$ cat src/rtl/sysex_param_parser.sv
`default_nettype none
// ============================================================================
// Module  : sysex_param_parser
// Brief   : Extracts bank/address/data parameter writes from MIDI SysEx and
//           presents each one as a stretched data_ready strobe.
// Revision: 1.0  initial release
// ============================================================================
module sysex_param_parser #(
  parameter logic [6:0] MFR_ID   = 7'h7D,
  parameter int         DRDY_LEN = 4,
  parameter int         GAP_LEN  = 4,
  parameter int         MAX_BANK = 4
) (
  input  logic       CLOCK_25,
  input  logic       iRST,
  input  logic [7:0] midi_byte,
  input  logic       midi_valid,
  input  logic [3:0] dev_id,
  output logic       data_ready,
  output logic [2:0] bank_adr,
  output logic [6:0] param_adr,
  output logic [7:0] param_data,
  output logic       msg_active,
  output logic [7:0] err_cnt,
  output logic       overflow
);

  localparam logic [7:0] c_DRDY     = 8'(DRDY_LEN);
  localparam logic [7:0] c_GAP      = 8'(GAP_LEN);
  localparam logic [6:0] c_MAX_BANK = 7'(MAX_BANK);

  typedef enum logic [3:0] {
    S_IDLE = 4'd0,
    S_MFR  = 4'd1,
    S_DEV  = 4'd2,
    S_CMD  = 4'd3,
    S_BANK = 4'd4,
    S_ADR  = 4'd5,
    S_DHI  = 4'd6,
    S_DLO  = 4'd7,
    S_SKIP = 4'd8
  } state_t;

  state_t     r_state;
  state_t     w_state_nxt;

  logic [6:0] r_grp_bank;
  logic [6:0] r_grp_adr;
  logic       r_grp_dhi;

  logic [7:0] r_pulse_cnt;
  logic [7:0] r_gap_cnt;
  logic       r_pend_vld;
  logic [2:0] r_pend_bank;
  logic [6:0] r_pend_adr;
  logic [7:0] r_pend_data;

  logic [2:0] r_bank_adr;
  logic [6:0] r_param_adr;
  logic [7:0] r_param_data;
  logic [7:0] r_err_cnt;
  logic       r_overflow;

  logic       w_byte_ok;
  logic       w_is_status;
  logic       w_dev_match;
  logic       w_err;
  logic       w_ld_bank;
  logic       w_ld_adr;
  logic       w_ld_dhi;
  logic       w_grp_done;
  logic       w_grp_ok;
  logic       w_err_evt;
  logic       w_out_idle;
  logic [7:0] w_new_data;

  // Real-time bytes (F8..FF) are transparent to the parser.
  assign w_byte_ok   = midi_valid && (midi_byte < 8'hF8);
  assign w_is_status = midi_byte[7];
  assign w_dev_match = (midi_byte == 8'h7F) || (midi_byte == {4'h0, dev_id});

  always_comb begin
    w_state_nxt = r_state;
    w_err       = 1'b0;
    w_ld_bank   = 1'b0;
    w_ld_adr    = 1'b0;
    w_ld_dhi    = 1'b0;
    w_grp_done  = 1'b0;
    if (w_byte_ok) begin
      if (midi_byte == 8'hF0) begin
        w_state_nxt = S_MFR;
        w_err       = (r_state == S_ADR) || (r_state == S_DHI) || (r_state == S_DLO);
      end else begin
        case (r_state)
          S_IDLE: w_state_nxt = S_IDLE;
          S_SKIP: begin
            if (midi_byte == 8'hF7) w_state_nxt = S_IDLE;
          end
          S_MFR, S_DEV, S_CMD: begin
            if (midi_byte == 8'hF7) begin
              w_state_nxt = S_IDLE;
            end else if (w_is_status) begin
              w_state_nxt = S_IDLE;
              w_err       = 1'b1;
            end else if (r_state == S_MFR && midi_byte == {1'b0, MFR_ID}) begin
              w_state_nxt = S_DEV;
            end else if (r_state == S_DEV && w_dev_match) begin
              w_state_nxt = S_CMD;
            end else if (r_state == S_CMD && midi_byte == 8'h01) begin
              w_state_nxt = S_BANK;
            end else begin
              w_state_nxt = S_SKIP;
            end
          end
          S_BANK, S_ADR, S_DHI, S_DLO: begin
            if (w_is_status) begin
              // A clean end of message is only F7 on a group boundary.
              w_state_nxt = S_IDLE;
              w_err       = (midi_byte != 8'hF7) || (r_state != S_BANK);
            end else if (r_state == S_BANK) begin
              w_ld_bank   = 1'b1;
              w_state_nxt = S_ADR;
            end else if (r_state == S_ADR) begin
              w_ld_adr    = 1'b1;
              w_state_nxt = S_DHI;
            end else if (r_state == S_DHI) begin
              w_ld_dhi    = 1'b1;
              w_state_nxt = S_DLO;
            end else begin
              w_grp_done  = 1'b1;
              w_state_nxt = S_BANK;
            end
          end
          default: w_state_nxt = S_IDLE;
        endcase
      end
    end
  end

  assign w_grp_ok   = w_grp_done && (r_grp_bank <= c_MAX_BANK);
  assign w_err_evt  = w_err || (w_grp_done && !w_grp_ok);
  assign w_out_idle = (r_pulse_cnt == 8'd0) && (r_gap_cnt == 8'd0);
  assign w_new_data = {r_grp_dhi, midi_byte[6:0]};

  always_ff @(posedge CLOCK_25) begin
    if (iRST) begin
      r_state      <= S_IDLE;
      r_grp_bank   <= 7'd0;
      r_grp_adr    <= 7'd0;
      r_grp_dhi    <= 1'b0;
      r_pulse_cnt  <= 8'd0;
      r_gap_cnt    <= 8'd0;
      r_pend_vld   <= 1'b0;
      r_pend_bank  <= 3'd0;
      r_pend_adr   <= 7'd0;
      r_pend_data  <= 8'd0;
      r_bank_adr   <= 3'd0;
      r_param_adr  <= 7'd0;
      r_param_data <= 8'd0;
      r_err_cnt    <= 8'd0;
      r_overflow   <= 1'b0;
    end else begin
      r_state <= w_state_nxt;
      if (w_ld_bank) r_grp_bank <= midi_byte[6:0];
      if (w_ld_adr)  r_grp_adr  <= midi_byte[6:0];
      if (w_ld_dhi)  r_grp_dhi  <= midi_byte[0];
      if (w_err_evt && r_err_cnt != 8'hFF) r_err_cnt <= r_err_cnt + 8'd1;

      if (r_pulse_cnt != 8'd0) begin
        r_pulse_cnt <= r_pulse_cnt - 8'd1;
        if (r_pulse_cnt == 8'd1) r_gap_cnt <= c_GAP;
      end else if (r_gap_cnt != 8'd0) begin
        r_gap_cnt <= r_gap_cnt - 8'd1;
      end

      // Outputs only move while the stage is idle, which keeps them stable
      // through the pulse and the decoder's late bank sample.
      if (w_out_idle && r_pend_vld) begin
        r_bank_adr   <= r_pend_bank;
        r_param_adr  <= r_pend_adr;
        r_param_data <= r_pend_data;
        r_pulse_cnt  <= c_DRDY;
        r_pend_vld   <= w_grp_ok;
        if (w_grp_ok) begin
          r_pend_bank <= r_grp_bank[2:0];
          r_pend_adr  <= r_grp_adr;
          r_pend_data <= w_new_data;
        end
      end else if (w_out_idle && w_grp_ok) begin
        r_bank_adr   <= r_grp_bank[2:0];
        r_param_adr  <= r_grp_adr;
        r_param_data <= w_new_data;
        r_pulse_cnt  <= c_DRDY;
      end else if (w_grp_ok) begin
        if (!r_pend_vld) begin
          r_pend_vld  <= 1'b1;
          r_pend_bank <= r_grp_bank[2:0];
          r_pend_adr  <= r_grp_adr;
          r_pend_data <= w_new_data;
        end else begin
          r_overflow <= 1'b1;
        end
      end
    end
  end

  assign data_ready = (r_pulse_cnt != 8'd0);
  assign bank_adr   = r_bank_adr;
  assign param_adr  = r_param_adr;
  assign param_data = r_param_data;
  assign msg_active = (r_state == S_BANK) || (r_state == S_ADR) ||
                      (r_state == S_DHI)  || (r_state == S_DLO);
  assign err_cnt    = r_err_cnt;
  assign overflow   = r_overflow;

endmodule
`default_nettype wire

$ cat config.mk
export PLATFORM = sky130hd
export DESIGN_NAME = sysex_param_parser
export DESIGN_NICKNAME = d
export VERILOG_FILES = /design/src/rtl/sysex_param_parser.sv
export SDC_FILE = /design/constraint.sdc
export NUM_CORES = 1
export LEC_CHECK = 0
export CAP_MARGIN = 20
export CORE_MARGIN = 2
export CORE_UTILIZATION = 30
export DETAILED_ROUTE_END_ITERATION = 8
export DONT_BUFFER_PORTS = 1
export PLACE_DENSITY = 0.51
export SETUP_SLACK_MARGIN = 0.4
export SKIP_CTS_REPAIR_TIMING = 1
export SYNTH_ARGS = -nofsm -noshare
export SYNTH_HDL_FRONTEND = slang
export SYNTH_SLANG_ARGS = --single-unit
$ cat constraint.sdc
create_clock -name CLOCK_25 -period 5.09 [get_ports CLOCK_25]
set_clock_uncertainty 0.15 [all_clocks]
set_input_delay 0.509 -clock CLOCK_25 [delete_from_list [all_inputs] [get_ports CLOCK_25]]
set_output_delay 0.509 -clock CLOCK_25 [all_outputs]
set_load 0.1 [all_outputs]
==> results of run 1 <==
per-layer routing:
| layer | part of all wire (%) | GRT usage (%) | up-vias | wire length [um] |
|---|---|---|---|---|
| met4 | 1.2 | 4.76 | 0 | 113 |
| met5 | 0 | 0 | - | 0 |
| met3 | 5.6 | 3.50 | 7 | 531 |
| met1 | 49 | 19.0 | 1446 | 4600 |
| li1 | - | - | 1574 | - |
| met2 | 45 | 20.7 | 70 | 4210 |
worst max-delay path by stage:
stage                         to  slack [ns]
global route         bank_adr[2]        1.59
global placement    param_adr[2]        1.76
detailed placement  param_adr[0]        1.83
finish              param_adr[0]        1.91
CTS                 param_adr[0]        1.82
floorplan            bank_adr[0]        2.49
cell type report:
type | count | area, um2
Timing Repair Buffer | 3 | 30.0
Inverter | 10 | 40.0
Tap cell | 172 | 215
Multi-Input combinational cell | 316 | 2140
Clock inverter | 7 | 86.3
Fill cell | 1297 | 8420
Clock buffer | 9 | 225
Sequential cell | 81 | 1620
registers in the layout (all words and copies together) (netlist names), 3 cells and up:
| register | count |
|---|---|
| r_grp_bank | 7 |
| bank_adr | 3 |
| err_cnt | 8 |
| param_data | 8 |
| r_pend_bank | 3 |
| r_gap_cnt | 8 |
| r_state | 4 |
| r_pend_data | 8 |
| param_adr | 7 |
| r_pend_adr | 7 |
| r_grp_adr | 7 |
| r_pulse_cnt | 8 |
layout by cell type, fill, tap and decap left out, types with 8 or more instances in the layout:
master | synthesis | final
a21oi_1 | 37 | 37
dfxtp_1 | 81 | 81
clkbuf_16 | 0 | 9
nand2_1 | 32 | 32
mux2i_1 | 32 | 32
nor2_1 | 38 | 38
nor3_1 | 9 | 9
a31o_2 | 20 | 20
a21oi_2 | 9 | 9
inv_1 | 8 | 8
nand3_1 | 8 | 8
o21ai_0 | 24 | 24
xor2_1 | 9 | 9
worst register-to-register path, delay by kind of cell, from the launching register on:
family / cells / cell delay (ns)
simple gates: 2 / 1.24
buf+inv: 1 / 0.38
flops: 1 / 0.31
compound gates: 3 / 1.05
cells by family (layout without fill, tap and decap cells):
logic type      Yosys count  in the layout  synth area share, %
compound gates          120            120                 20.4
xor+xnor                 13             13                 3.07
fa+ha+maj                 4              4                 1.26
buf+inv                  42             29                 5.28
flops                    81             81                 40.9
mux                      34             34                 8.66
simple gates            145            145                 20.3
report_power, final:
group | internal [mW] | switching, mW
sequential | 0.670 | 0.0438
clock | 0.391 | 0.284
combinational | 0.162 | 0.287
Yosys cell counts, drive strengths merged (5+ instances only):
library cell / n / area share [%]
nor2b: 7 / 1.1
inv: 10 / 1.0
xor2: 9 / 2.0
o21ai: 24 / 3.0
nand4: 6 / 0.95
nor4: 8 / 1.6
dfxtp: 81 / 41
nor3b: 5 / 1.2
or4: 6 / 1.1
nor2: 38 / 3.6
buf: 8 / 2.0
a31o: 20 / 4.4
nor3: 11 / 1.8
a21oi: 46 / 6.7
nand3: 8 / 1.0
mux2i: 32 / 8.1
nand2: 32 / 3.0
clkbuf: 24 / 2.3
metrics by stage:
step	power, mW	area [um2]	hold slack [ns]	cells
floorplan	1.10	3960	0.296	439
global placement	1.18	4030	0.300	581
detailed placement	1.18	4050	0.313	582
CTS	1.86	4360	0.0793	598
global route	1.95	4360	0.0766	598
finish	1.84	4360	0.0947	598
==> impl_metrics.ini, run 1 <==
[floorplan]
rows = 41
die_w_um = 119
die_area_um2 = 14100
core-area_um2 = 12800
design.portCount = 44
start_util_pct = 31.0
die_h_um = 119

[clock_tree]
cts.clk_slew.worst_paths_ns = 0.07
cts_tree = yes
clk_path_buf_depth = 2
clkLatencyLatePin_ns = 0.34
numClockSinks = 81
cts-htree-levels = 3
cts_buffers = 9
cts-root-buf = clkbuf_16

[timing]
rsz0062_at_grt = false
period_needed_ns = 3.18
setup_violations = 0
final_hold_viol_count = 0
final.period_utilization_pct = 62.6
tightest_slew_ns = 1.10
slew_headroom_pct = 26.5
setup_ws_ns = 1.91
max_freq_mhz = 314
fin_tns_setup_ns = 0
slew_violations = 0

[hold_path]
min-delay-start = iRST
whs_path_depth = 1
whs_endpoint = r_state[2]
holdCritPathClass = primary input to flip-flop

[place]
dpl.hpwl_um = 6210
preCtsSetupSlack_ns = 1.83
port_buffers = 0
gp_congestion = 0.750

[cells_and_area]
utilization_pct = 34.1
drive_gt1_share_pct = 15.5
diodes = 0
area_delta_synth_final_pct = 10.0
num-nets-final = 440

[critical_path]
crit_required_ns = 5.22
crit_type = flip-flop to flip-flop
path_delay_family = simple AND/OR/NAND/NOR gates
reg2reg_slack_ns = 1.91
cp_slowest_cell = o21a_1
crit_start = r_grp_bank[6]
critPathCaptureType = flip-flop
crit_buf_inv = 1
slowest_delay_ns = 0.75
cp_max_fo = 23
path_depth = 6
rr_worst_depth = 6
crit_chain = or4_1, and4bb_2, o21a_1, buf_4, o21ai_0, a21oi_2
r2r-start = r_grp_bank[6]
crit_arrival_ns = 3.31
rr_endpoint = param_adr[0]
cp-start-kind = flip-flop

[global_routing]
grt_pass1_wl_um = 15500
track_usage_pct = 13.7
grt_pass1_vias = 2822
grt_max_degree = 63
grt-ovfl-total = 0
antenna_found_initial = 1

[route]
wl_per_cell_um = 15.8
vias_per_cell = 5.18
drt-pass1-iter-count = 4
drtAntennaViolNets = 0
drt_iter0_drc = 195
routed_wirelength_um = 9460
post-route-drc-count = 0
num_vias = 3097

[yosys]
syn_avg_cell_area_um2 = 9.02
yosysUniqueCellTypes = 63
syn-num-nets = 458
synth_edf_count = 0
synth-async-reset-ratio_pct = 0
synth_cells = 439
netlist_area_um2 = 3960
synth-seq-area-share_pct = 40.9
synth_ff_type = dfxtp_1
ys_warn_count = 0
synth_seq_cells = 81

[power]
cellPowerDensity_nw_per_um2 = 422
p_leak_nw = 1.60
ir_worst_vdd_v = 0.000224

[outcome]
status = finished clean

[job]
maxCapViolCount = 0
No activity file was read; power rests on OpenSTA's default activity.
==> run 2, diff against run 1 <==
--- a/config.mk
+++ b/config.mk
@@ -10,7 +10,7 @@
 export CORE_UTILIZATION = 30
 export DETAILED_ROUTE_END_ITERATION = 8
 export DONT_BUFFER_PORTS = 1
-export PLACE_DENSITY = 0.51
+export PLACE_DENSITY = 0.52
 export SETUP_SLACK_MARGIN = 0.4
 export SKIP_CTS_REPAIR_TIMING = 1
 export SYNTH_ARGS = -nofsm -noshare
==> constraint.sdc (replaced) <==
create_clock -name CLOCK_25 -period 2.6 [get_ports CLOCK_25]
set_clock_uncertainty 0.15 [all_clocks]
set_input_delay 0.26 -clock CLOCK_25 [delete_from_list [all_inputs] [get_ports CLOCK_25]]
set_output_delay 0.26 -clock CLOCK_25 [all_outputs]
set_load 0.1 [all_outputs]
==> run 2 against run 1 <==
The run now ends with hold timing left. Routed wire length rose by 7.6%. Sequential cell count stayed put. Clock-buffer cell count did not move. Critical path type unchanged.
==> impl_metrics.ini, run 2 (same netlist as run 1, synthesis figures left out) <==
[outcome]
status = finished, violations left
violations = hold timing

[cells_and_area]
drive_gt1_share_pct = 30.1
final_cell_mix = dfxtp_1 (71), buf_4 (44), nor2_1 (38)
area_delta_synth_final_pct = 27.1
diodes = 0
num-nets-final = 496
instances_no_fill = 654
final_common_cell = dfxtp_1

[global_routing]
grt-ovfl-total = 0
track_usage_pct = 13.8
grt_pass1_wl_um = 15800
antenna_found_initial = 0
met2_usage_pct = 21.3
met3_usage_pct = 4.65
grt_max_degree = 54
grt_pass1_vias = 3153
top_usage_layer = met2
use_met1_pct = 18.5

[timing]
fin_tns_setup_ns = 0
setup_violations = 0
rsz0062_at_grt = true
tightest_slew_ns = 0.583
holdWs_ns = -0.0203
max_freq_mhz = 434
slew_headroom_pct = 60.9
slew_violations = 0
final.period_utilization_pct = 88.6
final_hold_viol_count = 2
period_needed_ns = 2.30

[route]
routed_wirelength_um = 10200
vias_per_cell = 5.14
post-route-drc-count = 0
wl_per_cell_um = 15.6
drt_iter0_drc = 232
drt-pass1-iter-count = 4
num_vias = 3359
drtAntennaViolNets = 0

[critical_path]
cp-start-kind = flip-flop
crit_arrival_ns = 2.38
reg2reg_slack_ns = 0.30
critPathCaptureType = flip-flop
crit_type = flip-flop to flip-flop
cp_max_fo = 9
crit_required_ns = 2.67

[place]
port_buffers = 0
gp_congestion = 0.813
dpl.hpwl_um = 6460
dp.cells = 620

[clock_tree]
cts_tree = yes
cts-htree-levels = 3
cts-root-buf = clkbuf_16
cts_buffers = 9
clk_path_buf_depth = 2
cts.clk_slew.worst_paths_ns = 0.06
numClockSinks = 81
clkLatencyLatePin_ns = 0.34

[floorplan]
die_h_um = 119
die_area_um2 = 14100
core-area_um2 = 12800
design.portCount = 44
start_util_pct = 31.0
rows = 41
die_w_um = 119

[power]
ir_worst_vdd_v = 0.000411
p_leak_nw = 1.95
cellPowerDensity_nw_per_um2 = 779

[job]
maxCapViolCount = 0

[hold_path]
holdCritPathClass = primary input to flip-flop
## run 2: cell types whose count changed in the layout (fill, tap and decap cells not counted), sizes merged
cell / before / now
buf: 3 / 50
clkbuf: 9 / 11
clkinv: 1 / 3
dlygate4sd3: 0 / 7
inv: 14 / 10
bufinv: 1 / 3
## run 2: final timing paths
| check | startpoint | end | cells after the start |
|---|---|---|---|
| setup / recovery | r_pulse_cnt[1] | param_data[2] | 10 |
| hold / removal | midi_byte[1] | param_data[1] | 2 |
| setup reg to reg | r_pulse_cnt[1] | param_data[2] | 10 |
| hold reg to reg | r_gap_cnt[0] | r_gap_cnt[0] | 2 |
## run 2: critical path: stages, from the launching register on
cell and delay [ns]:
dfxtp_2 0.33, inv_2 0.07, ha_4 0.14, or3b_4 0.39, nor3_4 0.13, bufinv_8 0.21
nor3_4 0.14, buf_12 0.15, clkbuf_16 0.17, mux2i_1 0.23, a21oi_1 0.09
## run 2: routing by layer
metal	vias up	wire (um)
li1	1679	-
met1	1601	4770
met2	74	4560
met3	5	771
met4	0	87
met5	-	0
## run 2: layout make-up
cell class	count	area, um2
tap	172	215
timing repair buffer	59	557
inverter	10	51.3
sequential	81	1630
clock inverter	7	103
fill	1259	7740
multi-input combinational	316	2250
clock buffer	9	225
## run 2: power by group
part           internal [mW]  switching, mW
registers               1.32         0.0857
logic                  0.510          0.622
clock network          0.849          0.539
## run 2: metrics by stage
| step | hold WS [ns] | area [um2] | utilization, % | power [mW] | setup WS, ns |
|---|---|---|---|---|---|
| after floorplan | 0.296 | 4000 | - | 2.21 | 0.184 |
| after global placement | 0.189 | 4380 | 34.3 | 2.42 | 0.198 |
| after detailed placement | 0.189 | 4380 | 34.3 | 2.44 | 0.117 |
| after CTS | -0.173 | 4710 | 36.9 | 3.84 | 0.101 |
| after global routing | 0.00328 | 5030 | 39.4 | 4.13 | 0.238 |
| final | -0.0203 | 5030 | 39.4 | 3.92 | 0.297 |
==> run 3, diff against run 2 <==
==> constraint.sdc (replaced) <==
create_clock -name CLOCK_25 -period 1.9 [get_ports CLOCK_25]
set_clock_uncertainty 0.15 [all_clocks]
set_input_delay 0.19 -clock CLOCK_25 [delete_from_list [all_inputs] [get_ports CLOCK_25]]
set_output_delay 0.19 -clock CLOCK_25 [all_outputs]
set_load 0.1 [all_outputs]
==> run 3 against run 2 <==
The run ends with hold timing, setup timing left. Clock power increased by 24%. First-iteration DRC count grew 39%. Via count up 9.6%.
==> impl_metrics.ini, run 3 (same netlist as run 1, synthesis figures left out) <==
[outcome]
status = finished, violations left
violations = hold timing, setup timing

[route]
routed_wirelength_um = 12100
drtAntennaViolNets = 0
post-route-drc-count = 0
drt_iter0_drc = 322
wl_per_cell_um = 17.1
num_vias = 3682
drt-pass1-iter-count = 4
vias_per_cell = 5.22

[place]
gp_congestion = 0.855
dpl.hpwl_um = 7340
preCtsSetupSlack_ns = -0.304
dp.cells = 667
dpl_cell_area_um2 = 4930
port_buffers = 0

[clock_tree]
clkLatencyLatePin_ns = 0.34
cts-htree-levels = 3
cts_tree = yes
cts_buffers = 9
clk_path_buf_depth = 2
cts-root-buf = clkbuf_16
cts.clk_slew.worst_paths_ns = 0.06
numClockSinks = 81

[timing]
slew_violations = 0
final_hold_viol_count = 6
holdWs_ns = -0.149
final.period_utilization_pct = 122
setup_ws_ns = -0.410
tightest_slew_ns = 0.651
slew_headroom_pct = 56.2
period_needed_ns = 2.31
max_freq_mhz = 433
setup_violations = 51
rsz0062_at_grt = true
fin_tns_setup_ns = -10.31

[floorplan]
start_util_pct = 31.0
design.portCount = 44
rows = 41
die_h_um = 119
core-area_um2 = 12800
die_w_um = 119
die_area_um2 = 14100

[hold_path]
whs_path_depth = 1
holdCritPathClass = primary input to flip-flop

[global_routing]
antenna_found_initial = 0
grt_pass1_wl_um = 17300
grt-ovfl-total = 0
track_usage_pct = 15.4
grt_pass1_vias = 3426
grt_max_degree = 39

[cells_and_area]
drive_gt1_share_pct = 45.7
utilization_pct = 46.5
instances_no_fill = 706
num-nets-final = 548
final_cell_area_um2 = 5950
final_common_cell = buf_4
diodes = 0
final_cell_mix = buf_4 (70), dfxtp_1 (61), nor2_1 (33)
area_delta_synth_final_pct = 50.1

[critical_path]
critPathMostFrequentCell = nor3_4
crit_buf_inv = 4
rr_worst_depth = 10
cp_max_fo = 4
slowest_delay_ns = 0.39
path_depth = 10
path_delay_family = simple AND/OR/NAND/NOR gates
crit_chain = inv_2, ha_4, or3b_4, nor3_4, bufinv_16, nor3_4, buf_12, clkbuf_16, mux2i_1, a21oi_1
crit_arrival_ns = 2.39
crit_type = flip-flop to flip-flop
critPathCaptureType = flip-flop
cp_slowest_cell = or3b_4
cp-start-kind = flip-flop
crit_required_ns = 1.98

[power]
p_leak_nw = 2.32
cellPowerDensity_nw_per_um2 = 1020
ir_worst_vdd_v = 0.000471
finalPower_mw = 6.06

[job]
maxCapViolCount = 0
## run 3: cell count changes in the layout (fill, tap and decap cells not counted), moves of 5 or more
cell	change
buf_4	+26
buf_6	+18
dfxtp_1	-10
dfxtp_4	+10
buf_12	+5
nor2_1	-5
nor3_1	-5
## run 3: layout make-up
type	count	area, um2
Fill cell	1215	6830
Multi-Input combinational cell	316	2580
Sequential cell	81	1670
Timing Repair Buffer	111	1120
Clock buffer	11	264
Tap cell	172	215
Inverter	10	63.8
Clock inverter	5	35.0
## run 3: worst paths after layout
path	startpoint	end	slack, ns
setup / recovery	r_pulse_cnt[1]	param_adr[6]	-0.41
hold / removal	midi_byte[0]	r_pend_data[0]	-0.15
setup reg to reg	r_pulse_cnt[1]	param_adr[6]	-0.41
hold reg to reg	r_grp_bank[5]	r_grp_bank[5]	0.34
## run 3: per-layer routing
metal,routed length [um],share of wire (%),GRT usage (%)
met1,5380,45,20.4
met2,5940,49,24.2
met3,585,4.9,3.21
met4,153,1.3,6.55
met5,0,0,0
## run 3: power by group
group	switching (mW)	leakage [nW]	internal [mW]
registers	0.0733	0.667	1.80
logic	1.18	1.50	1.28
clock network	0.724	0.147	1.00
